**config.mk**
```make
export PLATFORM = sky130hd
export DESIGN_NAME = au_inc_cnt
export DESIGN_NICKNAME = d
export VERILOG_FILES = /design/src/rtl/au_inc_cnt.sv
export SDC_FILE = /design/constraint.sdc
export NUM_CORES = 1
export LEC_CHECK = 0
export CORE_UTILIZATION = 40
export CTS_BUF_LIST = sky130_fd_sc_hd__clkbuf_4 sky130_fd_sc_hd__clkbuf_8
export DETAILED_ROUTE_END_ITERATION = 12
export PLACE_DENSITY = 0.76
export SLEW_MARGIN = 10
export SYNTH_ARGS = -nofsm -noshare
export SYNTH_HDL_FRONTEND = slang
export SYNTH_SLANG_ARGS = --single-unit
```
**constraint.sdc**
```tcl
create_clock -name clk -period 6.4 [get_ports clk]
set_clock_uncertainty 0.15 [all_clocks]
set_input_delay 0.64 -clock clk [delete_from_list [all_inputs] [get_ports clk]]
set_output_delay 0.64 -clock clk [all_outputs]
set_load 0.03 [all_outputs]
```
**src/rtl/au_inc_cnt.sv**
```systemverilog
// au_inc_cnt: loadable up-counter whose increment is formed by XORing the count
// with a shifted parallel-prefix AND of the count. ARCH selects the prefix network:
//   0 = ripple (serial chain), 1 = Sklansky, 2 = Kogge-Stone.
// Optional build macro AU_INC_CNT_SAT_EN: the counter saturates at all ones
// instead of wrapping, and co never asserts.
module au_inc_cnt #(
   parameter int unsigned WIDTH = 8,
   parameter int unsigned ARCH  = 0
) (
   input  logic             clk,
   input  logic             rst,
   input  logic             clr,
   input  logic             ld,
   input  logic [WIDTH-1:0] ld_val,
   input  logic             en,
   output logic [WIDTH-1:0] q,
   output logic             tc,
   output logic             co
);

   // Number of prefix levels for the log-depth networks.
   localparam int unsigned LVL = (WIDTH > 1) ? $clog2(WIDTH) : 0;

   logic [WIDTH-1:0] q_q, q_d;
   logic             co_q, co_d;
   logic [WIDTH-1:0] po;   // po[i] = &q_q[i:0]
   logic [WIDTH-1:0] inc;

   // Prefix-AND network over the current count.
   if (ARCH == 1 || ARCH == 2) begin : g_log
      for (genvar k = 0; k <= int'(LVL); k++) begin : g_lvl
         logic [WIDTH-1:0] p;
         if (k == 0) begin : g_base
            assign p = q_q;
         end else begin : g_step
            localparam int D = 2 ** (k - 1);
            for (genvar i = 0; i < int'(WIDTH); i++) begin : g_bit
               if (ARCH == 2) begin : g_ks
                  // Kogge-Stone: combine with the node D positions below.
                  if (i >= D) begin : g_comb
                     assign p[i] = g_lvl[k-1].p[i] & g_lvl[k-1].p[i-D];
                  end else begin : g_pass
                     assign p[i] = g_lvl[k-1].p[i];
                  end
               end else begin : g_sk
                  // Sklansky: upper half of each 2D group takes the lower half's top node.
                  localparam int J = ((i >> (k - 1)) << (k - 1)) - 1;
                  if (((i >> (k - 1)) % 2) == 1) begin : g_comb
                     assign p[i] = g_lvl[k-1].p[i] & g_lvl[k-1].p[J];
                  end else begin : g_pass
                     assign p[i] = g_lvl[k-1].p[i];
                  end
               end
            end
         end
      end
      assign po = g_lvl[LVL].p;
   end else begin : g_rip
      for (genvar i = 0; i < int'(WIDTH); i++) begin : g_chain
         logic a;
         if (i == 0) begin : g_first
            assign a = q_q[0];
         end else begin : g_next
            assign a = g_chain[i-1].a & q_q[i];
         end
         assign po[i] = a;
      end
   end

   // Increment value: flip every bit whose lower bits are all ones.
   if (WIDTH == 1) begin : g_inc_w1
      assign inc = ~q_q;
   end else begin : g_inc_wn
      assign inc = q_q ^ {po[WIDTH-2:0], 1'b1};
   end

   // Terminal count is the top prefix node: all bits of q set.
   assign tc = po[WIDTH-1];

   // Next-state selection with priority clr > ld > en > hold (rst handled in the register).
   always_comb begin
      q_d  = q_q;
      co_d = 1'b0;
      if (clr) begin
         q_d = '0;
      end else if (ld) begin
         q_d = ld_val;
      end else if (en) begin
`ifdef AU_INC_CNT_SAT_EN
         if (!tc) begin
            q_d = inc;
         end
`else
         q_d  = inc;
         co_d = tc;
`endif
      end
   end

   // Count and carry-out registers with synchronous reset.
   always_ff @(posedge clk) begin
      if (rst) begin
         q_q  <= '0;
         co_q <= 1'b0;
      end else begin
         q_q  <= q_d;
         co_q <= co_d;
      end
   end

   assign q  = q_q;
   assign co = co_q;

endmodule

```
* Yosys cells after proc, flatten, opt, wreduce, memory -nomap -nowiden
Index checks and enable logic that the tools add are counted.
** Word-level totals
- Register bits :: 9
- Bits of input ports :: 13
** Operators by class
- Multiplexer cells :: 2
- Bitwise logic cells :: 9
- Reductions and logical operators :: 3
** Operators with widths (number)
- 8-bit 2-to-1 mux :: 2
- 8-bit XOR :: 1
- 1-bit bitwise AND :: 7
- 4-bit OR reduction :: 1
- 2-bit nonzero test :: 1
- 2-bit OR reduction :: 1
- 1-bit NOT :: 1

* Logic depth before layout (Yosys ltp)
Gate-level depths: netlist (run 1).
- Depth after elaboration :: 9
- Mapped depth :: 9
- Mapped depth without buffers :: 9

* Worst setup path after synthesis (run 1)
OpenSTA, ideal clock, no wires.
- Path type :: register to output
- Start :: reg q_q[0] (netlist: q[0])
- End :: out tc
- Data arrival time :: 1796 ps
- Data required time :: 5610 ps
- Path slack :: 3814 ps
- Cell stages (with the launch flop) :: 8
- Buffers on the path :: 0
- Cell sequence :: dfxtp_1 ha_1 ha_1 ha_1 ha_1 ha_1 ha_1 ha_1
** On the way
- Cells in the longest elaborated chain, start to end :: 7
** RTL lines
- from (decl) :: line 24 : logic [WIDTH-1:0] q_q, q_d;
- from (signal assigned) :: line 106 : q_q <= q_d;
- 1-bit bitwise AND (7 in series) :: line 64 : assign a = g_chain[i-1].a & q_q[i];
- to (decl) :: line 17 : output logic tc,
No other way between the ends.

* Final worst setup path (run 1)
Ends and elaborated chain as after synthesis.

==> reports/qor.csv, run 1 <==
metric;value;unit
worst r2r src;q[0];
DR pass1 iterations;2;
syn_nets;64;
hold_sp;q[1];
1st-iter DRT viols;3;
Crit Path Max Fanout;3;
clock root buffer master;clkbuf_4;
Hold Vio Cnt, Final;0;
Sw Pwr;0.03679;mW
I/O pin cnt;23;
CTS sink cnt;9;
number of max-cap violations;0;
Worst-path clk slew;60;ps
vias;420;
status;completed;
vias per cell;5.122;
Arr. time, crit path;2490;ps
Hold Path Depth;2;
clk buf depth;2;
worst r2r dst;q[7];
Pleak;0.4399;nW
Cell Int Power;0.1046;mW
Worst-Margin Slew;560.9;ps
I/O Buffers;22;
worst min-delay path endpoint;q[1];
Post-DP Area;767.0;sq um
proportion of layout cells with a drive suffix above 1;19.12;%
Fillers;103;
Layout area overhead;46.10;%
Synth Warn #;0;
Post-Route WL;1124;um
ANT cells;0;
height of the die;38.93;um
maximum VDD drop;0.0001365;V
RSZ-0062 raised after global routing;no;
detailed-placement wirelength estimate;833.7;um
Seq cells post-synth;9;
Post-CTS Setup Bufs;0;
final max-slew violation count;0;
PwrDens;177.4;nW/um^2
count of antenna-violating nets left after detailed routing;0;
setup TNS;0;ps
Final Wtd Congestion;0.5982;
cell count after synthesis;44;
core area;1186;sq um
largest net degree at the start of global routing;18;
chip width;38.93;um
Num CTS Buffers;3;
hold buffer count at cts;0;
critical path capture point type;output port;
Synth cell types;10;
Seq pwr share;42.7;%
nets;89;
share of total power in the clock network;35.8;%
crit share post-route;51.18;%
Row Count;12;
R2R Setup Slk;4010;ps
post-synthesis sequential area ratio;33.03;%
Final setup viols;0;
Total GRT Usage;19.71;%
routed wire length per instance;13.71;um
first-pass GRT wire length;1869;um
Crit path required time;5610;ps
Initial Utilization;45.99;%
initial antenna violation count;0;
drc violations;0;
Fmax;305.3;MHz
Mean Syn Cell Area;12.40;sq um
latest clock arrival within the worst-skew pair;270;ps
synthesized area;545.5;sq um
Resized Gates After CTS;0;
cell area after layout;797.0;sq um
full die area;1516;sq um
CTS tree;done;
crit path time final;3275;ps
Slew HR;62.49;%
Comb power frac;21.5;%
Worst Hold Class;reg2reg;
htree depth;1;
Worst Reg2Reg Path Length in Cells;9;
Switching Share;26.02;%
Startpoint Class;register;
Critical Path Start;q[0];
vias in the first global route;432;
critical path class;reg2out;
GRT overflow;0;
-- cell type report --
cell class	instances	area [sq um]	share of cell area, %
Sequential cell	9	180.2	22.61
Clock buffer	4	30.03	3.768
Timing Repair Buffer	22	220.2	27.63
Tap cell	14	17.52	2.198
Multi-Input combinational cell	33	349.1	43.80
-- logic make-up after synthesis --
logic type	after synthesis	synth area share, %
and+or+nand+nor	10	12.39
AOI/OAI and AO/OA	8	14.68
buffers and inverters	2	2.981
xor gates and xnor gates	1	1.606
muxes	7	19.27
DFF	9	33.03
adders and majority gates	7	16.05
-- stage by stage --
step	power, mW	hold WS [ps]	cells	worst slack [ps]	utilization, %
detailed placement	0.09219	488.8	78	3406	64.66
finish	0.1414	503.6	82	3125	67.19
floorplan	0.07846	600.7	44	3814	-
global placement	0.09156	479.6	78	3453	64.66
CTS	0.1444	511.7	82	3104	67.19
global route	0.1492	540.4	82	2996	67.19
-- routing by layer --
metal	wire length (um)	track usage (%)	share of wire [%]
met3	83	9.827	7.4
met5	0	0	0
met2	522	32.50	46
met1	495	20.14	44
met4	21	10.34	1.9
-- registers in the layout (all words and copies together), names as in the netlist --
name	flops
q	8
co	1
-- placed cells by master, fill, tap and decap left out --
| cell type | netlist | layout |
|---|---|---|
| xor2_1 | 1 | 1 |
| and4b_2 | 1 | 1 |
| o211a_1 | 8 | 8 |
| nand2b_1 | 8 | 8 |
| nor2_2 | 1 | 1 |
| clkdlybuf4s50_1 | 0 | 22 |
| dfxtp_1 | 9 | 9 |
| ha_1 | 7 | 7 |
| mux2_4 | 7 | 7 |
| clkbuf_4 | 0 | 4 |
-- power by group through the flow --
stage	clock network (mW)	registers, mW	logic [mW]
floorplan	0	0.0658	0.0127
global placement	0	0.0614	0.0301
detailed placement	0	0.0617	0.0305
CTS	0.0534	0.0604	0.0306
global route	0.0557	0.0607	0.0328
finish	0.0506	0.0603	0.0304
-- cells in the mapped netlist --
| library cell | number | area [sq um] |
|---|---|---|
| o211a_1 | 8 | 80.08 |
| nand2b_1 | 8 | 50.05 |
| buf_2 | 1 | 5.000 |
| ha_1 | 7 | 87.58 |
| and4b_2 | 1 | 11.26 |
| xor2_1 | 1 | 8.760 |
| mux2_4 | 7 | 105.1 |
| dfxtp_1 | 9 | 180.2 |
| nor2_2 | 1 | 6.260 |
| buf_6 | 1 | 11.26 |
-- critical path: stages (launching register included) --
cell             delay [ps]
dfxtp_1                 330
ha_1                    200
ha_1                    180
ha_1                    180
ha_1                    180
ha_1                    180
ha_1                    190
ha_1                    200
clkdlybuf4s50_1         590
-- worst max path at each step --
stage | endpoint | depth (start not counted)
after floorplan | tc | 7
after global placement | tc | 8
after detailed placement | tc | 8
after CTS | tc | 8
after global routing | tc | 8
final | tc | 8
No activity file was read; power rests on OpenSTA's default activity.
==> inputs of run 2 (changes only) <==
--- a/config.mk
+++ b/config.mk
@@ -5,7 +5,7 @@
 export SDC_FILE = /design/constraint.sdc
 export NUM_CORES = 1
 export LEC_CHECK = 0
-export CORE_UTILIZATION = 40
+export CORE_UTILIZATION = 38
 export CTS_BUF_LIST = sky130_fd_sc_hd__clkbuf_4 sky130_fd_sc_hd__clkbuf_8
 export DETAILED_ROUTE_END_ITERATION = 12
 export PLACE_DENSITY = 0.76
==> constraint.sdc (replaced) <==
create_clock -name clk -period 2.9 [get_ports clk]
set_clock_uncertainty 0.15 [all_clocks]
set_input_delay 0.29 -clock clk [delete_from_list [all_inputs] [get_ports clk]]
set_output_delay 0.29 -clock clk [all_outputs]
set_load 0.03 [all_outputs]
==> reports/qor.csv, run 2 (same netlist as run 1, synthesis figures left out) <==
metric;value;unit;change
status;completed;;
Post-DP Area;768.2;sq um;+0.16%
most frequent cells in the layout;21 x clkdlybuf4s50_1, 9 x dfxtp_1, 8 x nand2b_1, 8 x o211a_1;;
critical path class;reg2out;;
CTS sink cnt;9;;unchanged
I/O Buffers;22;;unchanged
initial antenna violation count;0;;unchanged
proportion of layout cells with a drive suffix above 1;19.12;%;unchanged
drc violations;0;;unchanged
critical path capture point type;output port;;
Row Count;13;;+1
slowest stage cell, crit path;dlygate4sd2_1;;
commonest non-fill, non-tap cell in the layout;clkdlybuf4s50_1;;
latest clock arrival within the worst-skew pair;260;ps;about the same
Worst-path clk slew;70;ps;about the same
CP top delay family;adder cells;;
cell area after layout;797.0;sq um;unchanged
Num CTS Buffers;3;;unchanged
ANT cells;0;;unchanged
Buf/Inv on CP;1;;unchanged
Layout area overhead;46.10;%;unchanged
first-pass GRT wire length;1759;um;-5.9%
number of max-cap violations;0;;unchanged
clk buf depth;2;;unchanged
Hold Vio Cnt, Final;0;;unchanged
pre-CTS WS;261.3;ps;-3145 ps
met2 WL;478;um;-8.4%
worst hold margin;498.7;ps;-4.899 ps
Pleak;0.4448;nW;+1.1%
Post-Route WL;1021;um;-9.2%
wire length on met1;460;um;-7.1%
highest metal used;met4;;
critical-path cell list;ha_1 -> ha_1 -> ha_1 -> ha_1 -> ha_1 -> ha_1 -> ha_1 -> dlygate4sd2_1;;
GRT overflow;0;;unchanged
Slew HR;61.44;%;-1.1 points
1st-iter DRT viols;3;;unchanged
PnR worst setup slack;243.2;ps;-2881 ps
vias per cell;5.169;;+0.91%
final core occ;60.49;%;-6.7 points
maximum VDD drop;0.0002936;V;+120%
Initial Utilization;41.41;%;-4.6 points
Post-CTS Setup Bufs;0;;unchanged
nets;89;;unchanged
Crit path required time;2460;ps;-3150 ps
Final setup viols;0;;unchanged
largest net degree at the start of global routing;18;;unchanged
vias in the first global route;402;;-6.9%
core area;1318;sq um;+11%
RSZ-0062 raised after global routing;no;;
Worst Hold Class;reg2reg;;
Most common cell on crit path;ha_1;;
vias;429;;+2.1%
Worst-Margin Slew;576.6;ps;+15.76 ps
chip width;39.89;um;+2.5%
htree depth;1;;unchanged
PwrDens;386.8;nW/um^2;+120%
Arr. time, crit path;2220;ps;-270 ps
DR pass1 iterations;2;;unchanged
routed wire length per instance;12.30;um;-10%
met3 routed wirelength;73;um;-12%
count of antenna-violating nets left after detailed routing;0;;unchanged
crit path time final;2657;ps;
Total GRT Usage;16.90;%;-2.8 points
Startpoint Class;register;;
Fmax;376.4;MHz;
Critical Path Max Stage Delay;350;ps;-240 ps
detailed-placement wirelength estimate;731.3;um;-12%
height of the die;39.89;um;+2.5%
max reg flops;8;;unchanged
CTS tree;done;;
full die area;1591;sq um;+5.0%
Crit Path Max Fanout;3;;unchanged
setup TNS;0;ps;unchanged
final max-slew violation count;0;;unchanged
crit share post-route;91.61;%;
clock root buffer master;clkbuf_4;;
I/O pin cnt;23;;unchanged
Final Wtd Congestion;0.6243;;+4.4%
[run 2: power by group]
part	total [mW]	internal (mW)	switching, mW
Clock	0.109	0.0624	0.0465
Combinational	0.0666	0.0393	0.0273
Sequential	0.133	0.129	0.00409
Total	0.308	0.230	0.0779
[run 2: final timing paths]
check             slack (ps)  startpoint  depth (start not counted)    to
setup / recovery         240        q[0]                          8    tc
hold / removal           500        q[5]                          2  q[5]
setup reg to reg         510        q[0]                          9  q[7]
hold reg to reg          500        q[5]                          2  q[5]
[run 2: routing by layer]
layer / GRT usage (%) / vias to the layer above
li1: - / 214
met1: 19.13 / 197
met2: 28.23 / 16
met3: 5.114 / 2
met4: 7.759 / 0
met5: 0 / -
[run 2: stage by stage]
step | instances | power (mW)
CTS | 83 | 0.3147
floorplan | 44 | 0.1732
detailed placement | 79 | 0.2029
global route | 83 | 0.3275
global placement | 79 | 0.2015
finish | 83 | 0.3083
[run 2: worst min-delay path: stages, from the launching register on]
cell,delay [ps]
dfxtp_1,360
mux2_4,150
o211a_1,120
[run 2: cell type report]
class,instances,area [sq um]
clock buffer,4,30.03
tap,15,18.77
sequential,9,180.2
multi-input combinational,33,349.1
timing repair buffer,22,219.0
fill,126,520.5
[run 2: repair_timing]
item | CTS | global route
gates resized for setup | 1 | 0
setup endpoints to repair | 1 | 0
hold buffers | 0 | 0
==> inputs of run 3 (changes only) <==
--- a/config.mk
+++ b/config.mk
@@ -5,11 +5,14 @@
 export SDC_FILE = /design/constraint.sdc
 export NUM_CORES = 1
 export LEC_CHECK = 0
-export CORE_UTILIZATION = 38
+export CELL_PAD_IN_SITES_DETAIL_PLACEMENT = 0
+export CELL_PAD_IN_SITES_GLOBAL_PLACEMENT = 1
+export CORE_UTILIZATION = 29
 export CTS_BUF_LIST = sky130_fd_sc_hd__clkbuf_4 sky130_fd_sc_hd__clkbuf_8
 export DETAILED_ROUTE_END_ITERATION = 12
-export PLACE_DENSITY = 0.76
+export PLACE_DENSITY = 0.75
 export SLEW_MARGIN = 10
 export SYNTH_ARGS = -nofsm -noshare
 export SYNTH_HDL_FRONTEND = slang
 export SYNTH_SLANG_ARGS = --single-unit
+export TNS_END_PERCENT = 1
==> reports/qor.csv, run 3 (same netlist as run 1, synthesis figures left out) <==
metric;value;unit;change
status;completed;;
Buf/Inv on CP;1;;unchanged
PnR worst setup slack;250.6;ps;+7.350 ps
vias in the first global route;358;;-11%
height of the die;45.37;um;+14%
final core occ;46.38;%;-14 points
maximum VDD drop;0.0002651;V;-9.7%
CTS sink cnt;9;;unchanged
Post-CTS Setup Bufs;0;;unchanged
vias per cell;4.484;;-13%
PwrDens;379.3;nW/um^2;-1.9%
cell area after layout;809.5;sq um;+1.6%
critical-path cell list;ha_1 -> ha_1 -> ha_1 -> ha_1 -> ha_1 -> ha_1 -> ha_1 -> dlygate4sd2_1;;
chip width;45.37;um;+14%
Most common cell on crit path;ha_1;;
DR pass1 iterations;1;;-1
setup TNS;0;ps;unchanged
commonest non-fill, non-tap cell in the layout;clkdlybuf4s50_1;;
final max-slew violation count;0;;unchanged
largest net degree at the start of global routing;18;;unchanged
Resized Gates After CTS;1;;unchanged
core area;1745;sq um;+32%
Arr. time, crit path;2210;ps;about the same
routed wire length per instance;10.37;um;-16%
Post-DP Area;780.7;sq um;+1.6%
first-pass GRT wire length;1504;um;-14%
Worst-path clk slew;60;ps;about the same
latest clock arrival within the worst-skew pair;260;ps;about the same
CP top delay family;adder cells;;
Total GRT Usage;10.75;%;-6.1 points
Critical Path Max Stage Delay;350;ps;about the same
Worst Hold Class;reg2reg;;
critical path capture point type;output port;;
I/O pin cnt;23;;unchanged
Initial Utilization;31.25;%;-10 points
number of max-cap violations;0;;unchanged
Fmax;377.4;MHz;+0.28%
count of antenna-violating nets left after detailed routing;0;;unchanged
R2R Setup Slk;510;ps;about the same
CTS tree;done;;
Crit Path Max Fanout;3;;unchanged
I/O Buffers;22;;unchanged
Crit path required time;2460;ps;about the same
Layout area overhead;48.39;%;
critical path class;reg2out;;
htree depth;1;;unchanged
crit path time final;2649;ps;-7.350 ps
Slew HR;63.92;%;+2.5 points
nets;89;;unchanged
Hold Vio Cnt, Final;0;;unchanged
Final setup viols;0;;unchanged
Row Count;15;;+2
Worst-Margin Slew;539.4;ps;-37.18 ps
Post-Route WL;964;um;-5.6%
RSZ-0062 raised after global routing;no;;
initial antenna violation count;0;;unchanged
vias;417;;-2.8%
Pleak;0.4448;nW;unchanged
most frequent cells in the layout;21 x clkdlybuf4s50_1, 9 x dfxtp_1, 8 x nand2b_1, 8 x o211a_1;;
1st-iter DRT viols;0;;-3
detailed-placement wirelength estimate;725.6;um;-0.78%
GRT overflow;0;;unchanged
crit share post-route;91.36;%;-0.25 points
Fillers;173;;+37%
clk buf depth;2;;unchanged
clock root buffer master;clkbuf_4;;
ANT cells;0;;unchanged
Final Wtd Congestion;0.6258;;+0.24%
Startpoint Class;register;;
drc violations;0;;unchanged
hold buffer count at cts;0;;unchanged
slowest stage cell, crit path;dlygate4sd2_1;;
pre-CTS WS;277.1;ps;+15.84 ps
Num CTS Buffers;3;;unchanged
proportion of layout cells with a drive suffix above 1;19.12;%;unchanged
full die area;2058;sq um;+29%
max reg flops;8;;unchanged
run 3: per-stage QoR:
step / hold WS [ps] / power, mW / instances
floorplan: 334.0 / 0.1732 / 44
global placement: 481.4 / 0.2023 / 89
detailed placement: 482.1 / 0.2025 / 89
CTS: 501.3 / 0.3131 / 93
global route: 523.5 / 0.3233 / 93
finish: 502.9 / 0.3071 / 93
run 3: metal layers:
layer	up-vias	routed length, um	part of all wire (%)	global-route usage [%]
li1	213	-	-	-
met3	2	80	8.3	4.365
met2	15	442	46	14.20
met1	187	432	45	13.35
met4	0	9	0.93	9.091
met5	-	0	0	0
run 3: final timing paths:
check,cells past startpoint,end,from
hold / removal,2,q[0],q[0]
hold reg to reg,2,q[0],q[0]
setup / recovery,8,tc,q[0]
setup reg to reg,9,q[7],q[0]
run 3: layout make-up:
cell class | instances | area, sq um | area share, %
tap | 25 | 31.28 | 3.864
multi-input combinational | 33 | 349.1 | 43.12
timing repair buffer | 22 | 219.0 | 27.05
clock buffer | 4 | 30.03 | 3.709
sequential | 9 | 180.2 | 22.26
run 3: power by group:
| group | total, mW | switching [mW] | internal (mW) |
|---|---|---|---|
| clock | 0.108 | 0.0455 | 0.0624 |
| combinational | 0.0663 | 0.0270 | 0.0392 |
| sequential | 0.133 | 0.00418 | 0.129 |
| total | 0.307 | 0.0767 | 0.230 |
run 3: worst reg2reg max path: cells and delay by family, from the launching register on:
kind | cells | cell delay (ps)
flip-flops | 1 | 330
AO/OA/AOI/OAI | 1 | 200
adder cells (fa/ha/maj) | 7 | 1350
multiplexers | 1 | 260
